<file path="src/rtl/centroid_sched.sv">
// Per-frame centroid scheduler: latches the threshold accumulators on frame-done and
// sequences a shared divider (x then y) and a sqrt core, publishing one coherent result set.
module centroid_sched #(
  parameter int ACC_W    = 32,
  parameter int OUT_W    = 10,
  parameter int MIN_SIZE = 16,
  parameter int TIMEOUT  = 255
) (
  input  logic                 clk_in,
  input  logic                 rst_n_in,
  input  logic                 frame_done_in,
  input  logic [ACC_W-1:0]     size_in,
  input  logic [ACC_W-1:0]     sum_x_in,
  input  logic [ACC_W-1:0]     sum_y_in,
  output logic [ACC_W-1:0]     div_dividend_out,
  output logic [ACC_W-1:0]     div_divisor_out,
  output logic                 div_valid_out,
  input  logic                 div_ready_in,
  input  logic [ACC_W-1:0]     div_quot_in,
  input  logic                 div_valid_in,
  output logic [ACC_W-1:0]     sqrt_data_out,
  output logic                 sqrt_valid_out,
  input  logic                 sqrt_ready_in,
  input  logic [ACC_W/2-1:0]   sqrt_root_in,
  input  logic                 sqrt_valid_in,
  output logic [OUT_W-1:0]     x_mean_out,
  output logic [OUT_W-1:0]     y_mean_out,
  output logic [ACC_W/2-1:0]   radius_out,
  output logic                 result_valid_out,
  output logic                 target_lost_out,
  output logic                 busy_out,
  output logic [7:0]           overrun_cnt_out,
  output logic                 timeout_out
);
  localparam int RW = ACC_W / 2;

  typedef enum logic [2:0] {IDLE, ISSUE_X, ISSUE_Y, WAIT, DONE} state_t;

  state_t            state_q, state_d;
  logic [ACC_W-1:0]  size_q, sumx_q, sumy_q;
  logic              xg_q, xg_d, yg_q, yg_d, rg_q, rg_d, sqiss_q, sqiss_d;
  logic [OUT_W-1:0]  xres_q, xres_d, yres_q, yres_d;
  logic [RW-1:0]     rres_q, rres_d;
  logic [31:0]       tcnt_q, tcnt_d;
  logic [OUT_W-1:0]  xout_q, yout_q;
  logic [RW-1:0]     rout_q;
  logic              lost_q, tmo_q, tmo_set, active;
  logic [7:0]        ovr_q;

  function automatic logic [OUT_W-1:0] sat(input logic [ACC_W-1:0] q);
    if (|q[ACC_W-1:OUT_W]) return '1;
    return q[OUT_W-1:0];
  endfunction

  assign active = (state_q == ISSUE_X) || (state_q == ISSUE_Y) || (state_q == WAIT);

  always_comb begin
    state_d          = state_q;
    xg_d             = xg_q;
    yg_d             = yg_q;
    rg_d             = rg_q;
    sqiss_d          = sqiss_q;
    xres_d           = xres_q;
    yres_d           = yres_q;
    rres_d           = rres_q;
    tcnt_d           = tcnt_q;
    tmo_set          = 1'b0;
    div_dividend_out = sumx_q;
    div_divisor_out  = size_q;
    div_valid_out    = 1'b0;
    sqrt_valid_out   = 1'b0;

    if (active) begin
      // sqrt request runs independently of the divider until it is accepted
      sqrt_valid_out = !sqiss_q;
      if (sqrt_valid_out && sqrt_ready_in) sqiss_d = 1'b1;
      if (div_valid_in) begin
        if (!xg_q) begin
          xg_d   = 1'b1;
          xres_d = sat(div_quot_in);
        end else if (!yg_q) begin
          yg_d   = 1'b1;
          yres_d = sat(div_quot_in);
        end
      end
      if (sqrt_valid_in && !rg_q) begin
        rg_d   = 1'b1;
        rres_d = sqrt_root_in;
      end
    end

    case (state_q)
      IDLE: begin
        if (frame_done_in && (size_in >= ACC_W'(MIN_SIZE))) begin
          state_d = ISSUE_X;
          xg_d    = 1'b0;
          yg_d    = 1'b0;
          rg_d    = 1'b0;
          sqiss_d = 1'b0;
          tcnt_d  = '0;
        end
      end
      ISSUE_X: begin
        div_valid_out = 1'b1;
        if (div_ready_in) state_d = ISSUE_Y;
      end
      ISSUE_Y: begin
        div_dividend_out = sumy_q;
        div_valid_out    = 1'b1;
        if (div_ready_in) state_d = WAIT;
      end
      WAIT: begin
        // results landing this cycle count, so DONE follows the last one directly
        if (xg_d && yg_d && rg_d) state_d = DONE;
      end
      DONE:    state_d = IDLE;
      default: state_d = IDLE;
    endcase

    if (state_q != IDLE) begin
      tcnt_d = tcnt_q + 32'd1;
      if (state_q != DONE && tcnt_q == 32'(TIMEOUT - 1)) begin
        state_d = IDLE;
        tmo_set = 1'b1;
      end
    end
  end

  always_ff @(posedge clk_in or negedge rst_n_in) begin
    if (!rst_n_in) begin
      state_q <= IDLE;
      size_q  <= '0;
      sumx_q  <= '0;
      sumy_q  <= '0;
      xg_q    <= 1'b0;
      yg_q    <= 1'b0;
      rg_q    <= 1'b0;
      sqiss_q <= 1'b0;
      xres_q  <= '0;
      yres_q  <= '0;
      rres_q  <= '0;
      tcnt_q  <= '0;
      xout_q  <= '0;
      yout_q  <= '0;
      rout_q  <= '0;
      lost_q  <= 1'b0;
      tmo_q   <= 1'b0;
      ovr_q   <= '0;
    end else begin
      state_q <= state_d;
      xg_q    <= xg_d;
      yg_q    <= yg_d;
      rg_q    <= rg_d;
      sqiss_q <= sqiss_d;
      xres_q  <= xres_d;
      yres_q  <= yres_d;
      rres_q  <= rres_d;
      tcnt_q  <= tcnt_d;
      if (state_q == IDLE && frame_done_in) begin
        size_q <= size_in;
        sumx_q <= sum_x_in;
        sumy_q <= sum_y_in;
        if (size_in < ACC_W'(MIN_SIZE)) lost_q <= 1'b1;
      end
      // outputs load on entry to DONE so they change together with the valid pulse
      if (state_d == DONE && state_q != DONE) begin
        xout_q <= xres_d;
        yout_q <= yres_d;
        rout_q <= rres_d;
        lost_q <= 1'b0;
      end
      if (tmo_set) tmo_q <= 1'b1;
      if (frame_done_in && state_q != IDLE && ovr_q != 8'hFF) ovr_q <= ovr_q + 8'd1;
    end
  end

  assign sqrt_data_out    = size_q;
  assign x_mean_out       = xout_q;
  assign y_mean_out       = yout_q;
  assign radius_out       = rout_q;
  assign result_valid_out = (state_q == DONE);
  assign target_lost_out  = lost_q;
  assign busy_out         = (state_q != IDLE);
  assign overrun_cnt_out  = ovr_q;
  assign timeout_out      = tmo_q;
endmodule
</file>
<file path="config.mk">
export PLATFORM = sky130hd
export DESIGN_NAME = centroid_sched
export DESIGN_NICKNAME = d
export VERILOG_FILES = /design/src/rtl/centroid_sched.sv
export SDC_FILE = /design/constraint.sdc
export NUM_CORES = 1
export LEC_CHECK = 0
export CAP_MARGIN = 20
export CORE_MARGIN = 4
export CORE_UTILIZATION = 28
export DETAILED_ROUTE_END_ITERATION = 10
export DONT_BUFFER_PORTS = 1
export GPL_TIMING_DRIVEN = 1
export PLACE_DENSITY = 0.38
export REMOVE_ABC_BUFFERS = 1
export SLEW_MARGIN = 15
export SYNTH_ARGS = -nofsm -noshare
export SYNTH_HDL_FRONTEND = slang
export SYNTH_SLANG_ARGS = --single-unit
</file>
<file path="constraint.sdc">
create_clock -name clk_in -period 2.95 [get_ports clk_in]
set_clock_uncertainty 0.15 [all_clocks]
set_input_delay 0.1475 -clock clk_in [delete_from_list [all_inputs] [get_ports clk_in]]
set_output_delay 0.1475 -clock clk_in [all_outputs]
set_load 0.02 [all_outputs]
</file>
==> run summary, run 1 <==
R2R depth = 6
Critical Path Start Type = flop
Syn Inst Count = 916
Syn Std Cell Area = 9460 µm²
Comb pwr share = 35.8%
Residual DRC = 0
sequential element share of the synthesized area = 57.4%
failing checks = negative hold slack
asr flop ratio synth = 100%
All-Layer GR Usage = 14.5%
initial antenna violation count = 0
CTS hold repair buffers = 248
Worst Hold Class = primary input to asynchronous set/reset pin
Storage cell area = 5430 µm²
remaining antenna violation count = 0
vias in the first global route = 7929
global-route wire length before repair = 43400 µm
fillers = 3261
Root Buffer = clkbuf_16
H-tree depth = 1
total gr overflow = 0
Max Freq = 362 MHz
Initial Util = 28.3%
CP Cell Sequence = o21ba_2 -> a21oi_1 -> o211a_1 -> nor3_4 -> buf_12 -> mux2_2
slowest stage delay, CP = 0.79 ns
Die Y = 192 µm
Power Density = 1060 nW/µm²
# port buffers = 0
max_cap viols = 0
Die Area = 36800 µm²
worst skew pair latency = 0.53 ns
syn avg cell area = 10.3 µm²
sequential power share = 40.8%
net switching power = 5.35 mW
IO Pins = 297
status = finished with violations
Placer Congestion = 0.717
hold_ws = -0.826 ns
post-route design area = 13200 µm²
Clock Sink Count = 217
Cell Int Power = 8.65 mW
Placed Area = 9830 µm²
area grow syn2layout = 39.4%
clock network fraction of design power = 23.3%
slew margin rel. = 31.4%
Design Power = 14.0 mW
CP max stage cell = nor3_4
DR vias/cell = 4.57
Crit Path Class = flop to flop
CP Max Fanout = 22
Synth warnings = 0
clock buffer depth = 3
max-slew violations = 0
final setup fails = 0
Leak Pwr = 5.87 nW
layout cells sized above 1 = 14.1%
CTS clk-pin slew, worst paths = 0.06 ns
1st-iter DRT viols = 245
#FFs+latches synth = 217
RSZ-0062 raised after global routing = false
most used flip-flop cell after synthesis = dfrtp_1
TritonCTS clock tree = yes
row count = 67
Worst-Margin Slew = 1.03 ns
Crit path required time = 3.21 ns
number of flops mapped to enable cells by yosys = 0
Final Hold Viols = 217
via count = 7363
minimum clock period = 2.76 ns
WL final = 27200 µm
largest net degree at the start of global routing = 218
Num CTS Buffers = 27
Post-CTS Setup Inserts = 0
core area = 33400 µm²
Die Wd = 192 µm
# nets final = 1298
Worst VDD drop = 0.633 mV
switching share of power = 38.2%
Ant. Diodes = 0
CP arrival = 3.02 ns
final period utilization = 93.7%
mean routed wirelength per cell = 16.9 µm
Worst setup EP type = flop
Final HPWL DP = 16800 µm
post-synth cell types = 49
area taken by multi-input logic gates = 3600 µm²
DR pass1 iterations = 4
## routing by layer
metal	routed length (µm)	vias up	share of wire (%)	GRT usage [%]
met4	463	0	1.7	3.01
li1	-	3534	-	-
met1	11500	3565	42	18.4
met5	0	-	0	0
met2	12900	229	47	24.1
met3	2330	35	8.6	5.03
## flip-flops by register name (all words and copies together), names as in the netlist
| signal | cells |
|---|---|
| tcnt_q | 32 |
| xg_q | 1 |
| rg_q | 1 |
| sqiss_q | 1 |
| radius_out | 16 |
| x_mean_out | 10 |
| target_lost_out | 1 |
| y_mean_out | 10 |
| div_divisor_out | 32 |
| yg_q | 1 |
| xres_q | 10 |
| state_q | 3 |
| timeout_out | 1 |
| overrun_cnt_out | 8 |
| sumx_q | 32 |
| rres_q | 16 |
| sumy_q | 32 |
| yres_q | 10 |
## area by class of cell
class,count,area share [%]
flip-flops and latches,217,41.2
multi-input cells,621,27.3
repair buffers,272,20.5
clock buffers,38,5.82
well taps,448,4.25
clock inverters,9,0.797
inverters,5,0.142
## cell usage after synthesis (all sizes together), types with 5 or more instances
cell     instances  area (µm²)
a21oi            8        40.0
a2bb2oi         20         175
and2             5        31.3
buf             51         354
clkbuf          22        82.6
dfrtp          217        5430
inv              5        18.8
mux2            84         946
nand2          313        1180
nand3           32         160
nand4           18         128
nor2            39         149
nor3             6        51.3
nor4            19         140
o211ai           8        60.1
o21ai           22         110
o31ai            8        60.1
xnor2            5        43.8
## power by group through the flow
| stage | combinational (mW) | sequential [mW] | clock, mW |
|---|---|---|---|
| 5_1_grt | 5.56 | 5.87 | 3.52 |
| 3_3_place_gp | 3.67 | 5.78 | 0 |
| 6_report | 5.02 | 5.72 | 3.27 |
| 3_5_place_dp | 3.70 | 5.78 | 0 |
| 4_1_cts | 5.04 | 5.74 | 3.39 |
| 2_1_floorplan | 2.78 | 5.52 | 0 |
## worst max-delay path: cells and delay by family (launching register included)
kind	cells	cell delay, ns
AO/OA/AOI/OAI	3	0.68
buffers and inverters	1	0.27
flip-flops	1	0.39
multiplexers	1	0.35
AND/OR/NAND/NOR	1	0.79
## timing repair
action | CTS | global route
endpoints found under the setup margin | 0 | 20
endpoints found under the hold margin | 401 | 217
resized for setup | 0 | 0
## cells in the final DEF, fill, tap and decap left out, types with 3 or more instances in the layout
cell | Yosys | layout
nor3_1 | 3 | 3
o211ai_1 | 8 | 8
inv_1 | 5 | 5
nor4_1 | 17 | 16
mux2i_1 | 3 | 3
clkbuf_1 | 22 | 6
a2bb2oi_1 | 20 | 20
dlygate4sd3_1 | 0 | 248
buf_4 | 32 | 21
clkbuf_8 | 0 | 5
and2_1 | 5 | 4
dfrtp_1 | 217 | 217
xor2_1 | 3 | 3
nand3b_1 | 3 | 3
buf_12 | 0 | 3
ha_1 | 3 | 3
clkinv_2 | 0 | 4
clkbuf_16 | 0 | 27
nand2_1 | 312 | 311
o31ai_1 | 8 | 8
xnor2_1 | 5 | 5
nand3_1 | 32 | 32
nand4_1 | 17 | 17
o21ai_0 | 21 | 21
nor2_1 | 38 | 38
mux2_2 | 82 | 82
a21oi_1 | 8 | 8
## worst paths after layout
| check | from | endpoint | slack, ns |
|---|---|---|---|
| worst max-delay path | state_q[2] | radius_out[4] | 0.19 |
| worst min-delay path | rst_n_in | tcnt_q[29] | -0.83 |
| worst max register to register | state_q[2] | radius_out[4] | 0.19 |
| worst min register to register | rres_q[14] | rres_q[14] | 0.34 |
| max in group asynchronous | rst_n_in | rres_q[15] | 3.07 |
| min in group clk_in | frame_done_in | target_lost_out | 0.01 |
## through the flow
| stage | std cells | setup WS, ns | TNS, ns | utilization, % |
|---|---|---|---|---|
| after floorplan | 843 | -1.49 | -87.27 | - |
| after global placement | 1315 | 0.119 | 0 | 29.4 |
| after detailed placement | 1315 | 0.118 | 0 | 29.4 |
| after CTS | 1610 | 0.107 | 0 | 39.4 |
| after global routing | 1610 | 0.00515 | 0 | 39.4 |
| final | 1610 | 0.187 | 0 | 39.4 |
## cell families after synthesis
family / count (synthesis) / share of synthesized area (%)
xor gates and xnor gates: 8 / 0.741
muxes: 87 / 10.3
buffers and inverters: 78 / 4.82
and+or+nand+nor: 447 / 20.7
AOI/OAI and AO/OA: 76 / 5.65
adders and majority gates: 3 / 0.397
DFF: 217 / 57.4
Note: power is estimated with default switching activity, not from simulation.
==> run 2: changes to the inputs <==
--- a/config.mk
+++ b/config.mk
@@ -12,7 +12,6 @@
 export DONT_BUFFER_PORTS = 1
 export GPL_TIMING_DRIVEN = 1
 export PLACE_DENSITY = 0.38
-export REMOVE_ABC_BUFFERS = 1
 export SLEW_MARGIN = 15
 export SYNTH_ARGS = -nofsm -noshare
 export SYNTH_HDL_FRONTEND = slang
==> run 2 against run 1 <==
Net effect: the run still ends with negative hold slack left; sequential cell count unchanged; combinational power down 26%; critical endpoint is now div_dividend_out[15]; setup slack better by 0.19 ns.
==> run summary, run 2 (same netlist as run 1, synthesis figures left out) <==
syn nets = 1070
Placer Congestion = 0.730 (+1.9%)
max-slew violations = 0 (unchanged)
Final Hold Viols = 217 (unchanged)
hold_ws = -0.830 ns (-0.00419 ns)
RSZ-0062 raised after global routing = false
# port buffers = 0 (unchanged)
row count = 67 (unchanged)
CTS resizes = 0 (unchanged)
Initial Util = 28.3% (unchanged)
non-filler cells, final = 1517 (-5.8%)
delay-heaviest family, CP = flip-flops
Crit path required time = 2.65 ns (-0.56 ns)
final setup fails = 0 (unchanged)
Worst Hold Class = primary input to asynchronous set/reset pin
area taken by multi-input logic gates = 3600 µm² (unchanged)
dpl cells = 1302 (-0.99%)
minimum clock period = 2.58 ns (-0.188 ns)
H-tree depth = 1 (unchanged)
Final HPWL DP = 16300 µm (-2.5%)
clock buffer depth = 3 (unchanged)
Crit Path Class = flop to primary output
total gr overflow = 0 (unchanged)
Residual DRC = 0 (unchanged)
remaining antenna violation count = 0 (unchanged)
max_cap viols = 0 (unchanged)
sum of buffers and inverters on the critical path = 1 (unchanged)
Leak Pwr = 5.37 nW (-8.5%)
Max Freq = 388 MHz (+7.3%)
Post-CTS Setup Inserts = 0 (unchanged)
Storage cell area = 5430 µm² (unchanged)
largest net degree at the start of global routing = 218 (unchanged)
Die Y = 192 µm (unchanged)
DR vias/cell = 4.54 (-0.64%)
slowest stage delay, CP = 0.56 ns (-0.23 ns)
Worst VDD drop = 0.432 mV (-32%)
Clock Sink Count = 217 (unchanged)
most frequent cells in the layout = nand2_1, dfrtp_1, dlygate4sd3_1
final period utilization = 87.3% (-6.4 points)
Die Area = 36800 µm² (unchanged)
CTS hold repair buffers = 164 (-34%)
CP arrival = 2.28 ns (-0.74 ns)
via count = 6893 (-6.4%)
Power Density = 1050 nW/µm² (-1.5%)
Worst setup EP type = primary output
DR pass1 iterations = 5 (+1)
mean routed wirelength per cell = 16.9 µm (+0.17%)
IO Pins = 297 (unchanged)
setup TNS = 0 ns (unchanged)
WL final = 25700 µm (-5.6%)
CP Max Fanout = 32 (+45%)
Die Wd = 192 µm (unchanged)
TritonCTS clock tree = yes
worst skew pair latency = 0.53 ns (about the same)
All-Layer GR Usage = 13.8% (-0.71 points)
most common cell after layout, fill and taps aside = nand2_1
initial antenna violation count = 2 (+2)
CTS clk-pin slew, worst paths = 0.06 ns (about the same)
CP max stage cell = dfrtp_1
Critical Path Start Type = flop
core area = 33400 µm² (unchanged)
Placed Area = 9730 µm² (-0.99%)
post-route design area = 12300 µm² (-6.7%)
fillers = 3333 (+2.2%)
global-route wire length before repair = 41300 µm (-4.9%)
1st-iter DRT viols = 268 (+9.4%)
area grow syn2layout = 30.1%
# nets final = 1201 (-7.5%)
layout cells sized above 1 = 14.6% (+0.51 points)
failing checks = negative hold slack
slew margin rel. = 52.3% (+21 points)
status = finished with violations
vias in the first global route = 7258 (-8.5%)
Num CTS Buffers = 27 (unchanged)
Worst-Margin Slew = 0.712 ns (-0.313 ns)
CP Cell Sequence = nor3b_2 -> buf_4 -> mux2_2
Root Buffer = clkbuf_16
## run 2: cell types whose count changed in the layout (fill, tap and decap cells not counted)
cell / previous run / this run
clkinvlp_4: 1 / 0
clkbuf_1: 6 / 3
clkbuf_8: 5 / 7
buf_4: 21 / 8
dlygate4sd3_1: 248 / 164
clkinv_2: 4 / 8
diode_2: 0 / 2
inv_6: 1 / 0
bufinv_16: 2 / 3
## run 2: layout make-up
cell class	count	share of cell area (%)
clock buffer	37	6.37
inverter	5	0.153
clock inverter	12	1.13
timing repair buffer	175	14.3
antenna	2	0.0407
tap	448	4.56
multi-input combinational	621	29.3
sequential	217	44.1
## run 2: worst paths after layout
kind,slack [ns],start,cells past startpoint,to
max,0.37,state_q[1],3,div_dividend_out[15]
min,-0.83,rst_n_in,0,y_mean_out[1]
max reg2reg,0.38,state_q[2],5,yres_q[1]
min reg2reg,0.32,sumx_q[4],2,sumx_q[4]
max in group asynchronous,3.10,rst_n_in,0,sumy_q[25]
min in group clk_in,0.03,frame_done_in,3,div_divisor_out[3]
## run 2: per-stage QoR
| stage | util, % | setup WS [ns] | power (mW) | hold slack, ns |
|---|---|---|---|---|
| after floorplan | - | 0.704 | 8.68 | -0.298 |
| after global placement | 29.1 | 0.553 | 9.33 | -0.292 |
| after detailed placement | 29.1 | 0.519 | 9.37 | -0.290 |
| after CTS | 36.8 | 0.305 | 13.1 | -0.864 |
| after global routing | 36.8 | 0.204 | 13.7 | -0.853 |
| final | 36.8 | 0.375 | 12.9 | -0.830 |
## run 2: metal layers
metal | vias to the layer above | GRT usage (%) | share of wire (%)
met1 | 3325 | 18.7 | 45
met5 | - | 0 | 0
met4 | 0 | 3.18 | 2.2
met3 | 37 | 4.09 | 7.4
li1 | 3342 | - | -
met2 | 189 | 21.8 | 45
## run 2: power breakdown
group	switching, mW	internal (mW)
Combinational	2.12	1.58
Sequential	1.70	4.07
Clock	1.29	2.11
Total	5.11	7.75
## run 2: worst reg2reg max path: stages (launching register included)
cell and delay, ns:
dfrtp_1 0.50, o21ba_2 0.41, nand4_1 0.45, nor2_1 0.27, a2bb2oi_1 0.11, dlygate4sd3_1 0.57
==> run 3: changes to the inputs <==
--- a/config.mk
+++ b/config.mk
@@ -12,6 +12,8 @@
 export DONT_BUFFER_PORTS = 1
 export GPL_TIMING_DRIVEN = 1
 export PLACE_DENSITY = 0.38
+export RECOVER_POWER = 100
+export SKIP_LAST_GASP = 1
 export SLEW_MARGIN = 15
 export SYNTH_ARGS = -nofsm -noshare
 export SYNTH_HDL_FRONTEND = slang
==> run 3 against run 2 <==
Net effect: the flow still finishes with violations (negative hold slack); sequential power about the same; global-route usage unchanged; setup slack worse by 0.062 ns; final cell count unchanged; critical endpoint is now radius_out[5].
==> run summary, run 3 (same netlist as run 1, synthesis figures left out) <==
DR vias/cell = 4.56 (+0.32%)
hold_ws = -0.829 ns (+0.000587 ns)
Max Freq = 379 MHz (-2.4%)
Root Buffer = clkbuf_16
Die Area = 36800 µm² (unchanged)
Initial Util = 28.3% (unchanged)
Placer Congestion = 0.730 (unchanged)
CP arrival = 2.89 ns (+0.61 ns)
TritonCTS clock tree = yes
mean routed wirelength per cell = 16.9 µm (-0.11%)
Num CTS Buffers = 27 (unchanged)
CTS hold repair buffers = 164 (unchanged)
Residual DRC = 0 (unchanged)
fillers = 3338 (+0.15%)
layout cells sized above 1 = 11.0% (-3.7 points)
All-Layer GR Usage = 13.8% (unchanged)
syn nets = 1070 (unchanged)
# nets final = 1201 (unchanged)
Post-CTS Setup Inserts = 0 (unchanged)
Worst-Margin Slew = 1.01 ns (+0.298 ns)
Crit Path Class = flop to flop
final period utilization = 89.4% (+2.1 points)
final core utilization = 36.7% (-0.10 points)
most common cell after layout, fill and taps aside = nand2_1
Power Density = 1040 nW/µm² (-0.78%)
Die Y = 192 µm (unchanged)
most frequent cells in the layout = nand2_1, dfrtp_1, dlygate4sd3_1
via count = 6915 (+0.32%)
Worst setup EP type = flop
status = finished with violations
clock buffer depth = 3 (unchanged)
DR pass1 iterations = 5 (unchanged)
Final HPWL DP = 16300 µm (unchanged)
Design Power = 12.7 mW (-1.1%)
Clock Sink Count = 217 (unchanged)
Worst Hold Class = primary input to asynchronous set/reset pin
dpl cells = 1302 (unchanged)
largest net degree at the start of global routing = 218 (unchanged)
R2R depth = 8 (+3)
Die Wd = 192 µm (unchanged)
Worst VDD drop = 0.431 mV (-0.30%)
slew margin rel. = 32.4% (-20 points)
setup TNS = 0 ns (unchanged)
total gr overflow = 0 (unchanged)
minimum clock period = 2.64 ns (+0.0622 ns)
remaining antenna violation count = 0 (unchanged)
max_cap viols = 0 (unchanged)
Crit path required time = 3.20 ns (+0.55 ns)
worst skew pair latency = 0.53 ns (about the same)
vias in the first global route = 7258 (unchanged)
post-route design area = 12300 µm² (-0.27%)
CP Max Fanout = 38 (+19%)
r2r setup slk = 0.31 ns (-0.07 ns)
IO Pins = 297 (unchanged)
failing checks = negative hold slack
core area = 33400 µm² (unchanged)
Critical Path Start Type = flop
WL final = 25600 µm (-0.11%)
area grow syn2layout = 29.7%
max-slew violations = 0 (unchanged)
RSZ-0062 raised after global routing = false
final setup fails = 0 (unchanged)
Place WS = 0.519 ns (unchanged)
final setup margin = 0.312 ns (-0.0622 ns)
initial antenna violation count = 2 (unchanged)
CTS clk-pin slew, worst paths = 0.06 ns (about the same)
global-route wire length before repair = 41300 µm (unchanged)
1st-iter DRT viols = 280 (+4.5%)
Final Hold Viols = 217 (unchanged)
H-tree depth = 1 (unchanged)
row count = 67 (unchanged)
# port buffers = 0 (unchanged)
non-filler cells, final = 1517 (unchanged)
Placed Area = 9730 µm² (unchanged)
Worst R2R Start = tcnt_q[0]
Leak Pwr = 5.37 nW (about the same)
R2R Path End = radius_out[5]
-- run 3: changes by cell type in the layout (fill, tap and decap cells not counted), sizes merged --
cell / delta
clkbuf: +2
buf: -2
-- run 3: final cells by class --
| cell class | instances | area [µm²] | area share, % |
|---|---|---|---|
| Sequential cell | 217 | 5430 | 44.3 |
| Multi-Input combinational cell | 621 | 3580 | 29.2 |
| Timing Repair Buffer | 175 | 1750 | 14.3 |
| Clock buffer | 37 | 783 | 6.38 |
| Tap cell | 448 | 561 | 4.57 |
| Antenna cell | 2 | 5.00 | 0.0408 |
| Clock inverter | 12 | 139 | 1.13 |
| Inverter | 5 | 18.8 | 0.153 |
-- run 3: repair_timing --
| action | 4_1_cts | 5_1_grt |
|---|---|---|
| hold endpoints to repair | 402 | 217 |
| resized for setup | 0 | 0 |
| endpoints found under the setup margin | 0 | 0 |
-- run 3: worst max path at each step --
stage | startpoint | end | slack, ns | depth (start not counted)
global placement | state_q[2] | radius_out[10] | 0.55 | 6
floorplan | state_q[0] | radius_out[10] | 0.70 | 8
detailed placement | state_q[2] | radius_out[3] | 0.52 | 6
global route | state_q[0] | tcnt_q[25] | 0.11 | 7
finish | tcnt_q[0] | radius_out[5] | 0.31 | 8
CTS | state_q[1] | div_dividend_out[10] | 0.31 | 3
-- run 3: report_power, final --
group          total [mW]  switching [mW]  internal, mW
clock network        3.40            1.29          2.11
logic                3.56            2.11          1.45
registers            5.77            1.70          4.07
total                12.7            5.10          7.63
-- run 3: routing by layer --
| layer | track usage, % | vias up | share of wire [%] |
|---|---|---|---|
| met2 | 21.8 | 211 | 45 |
| li1 | - | 3339 | - |
| met4 | 3.18 | 0 | 2.2 |
| met3 | 4.09 | 37 | 7.7 |
| met1 | 18.7 | 3328 | 45 |
| met5 | 0 | - | 0 |
-- run 3: critical path, stage by stage, from the launching register on --
cell and delay (ns):
dfrtp_1 0.43, inv_1 0.08, ha_1 0.14, nor4b_1 0.28, nand4_1 0.16, nor4_1 0.60, nor3_4 0.11, buf_12 0.22
mux2_1 0.32
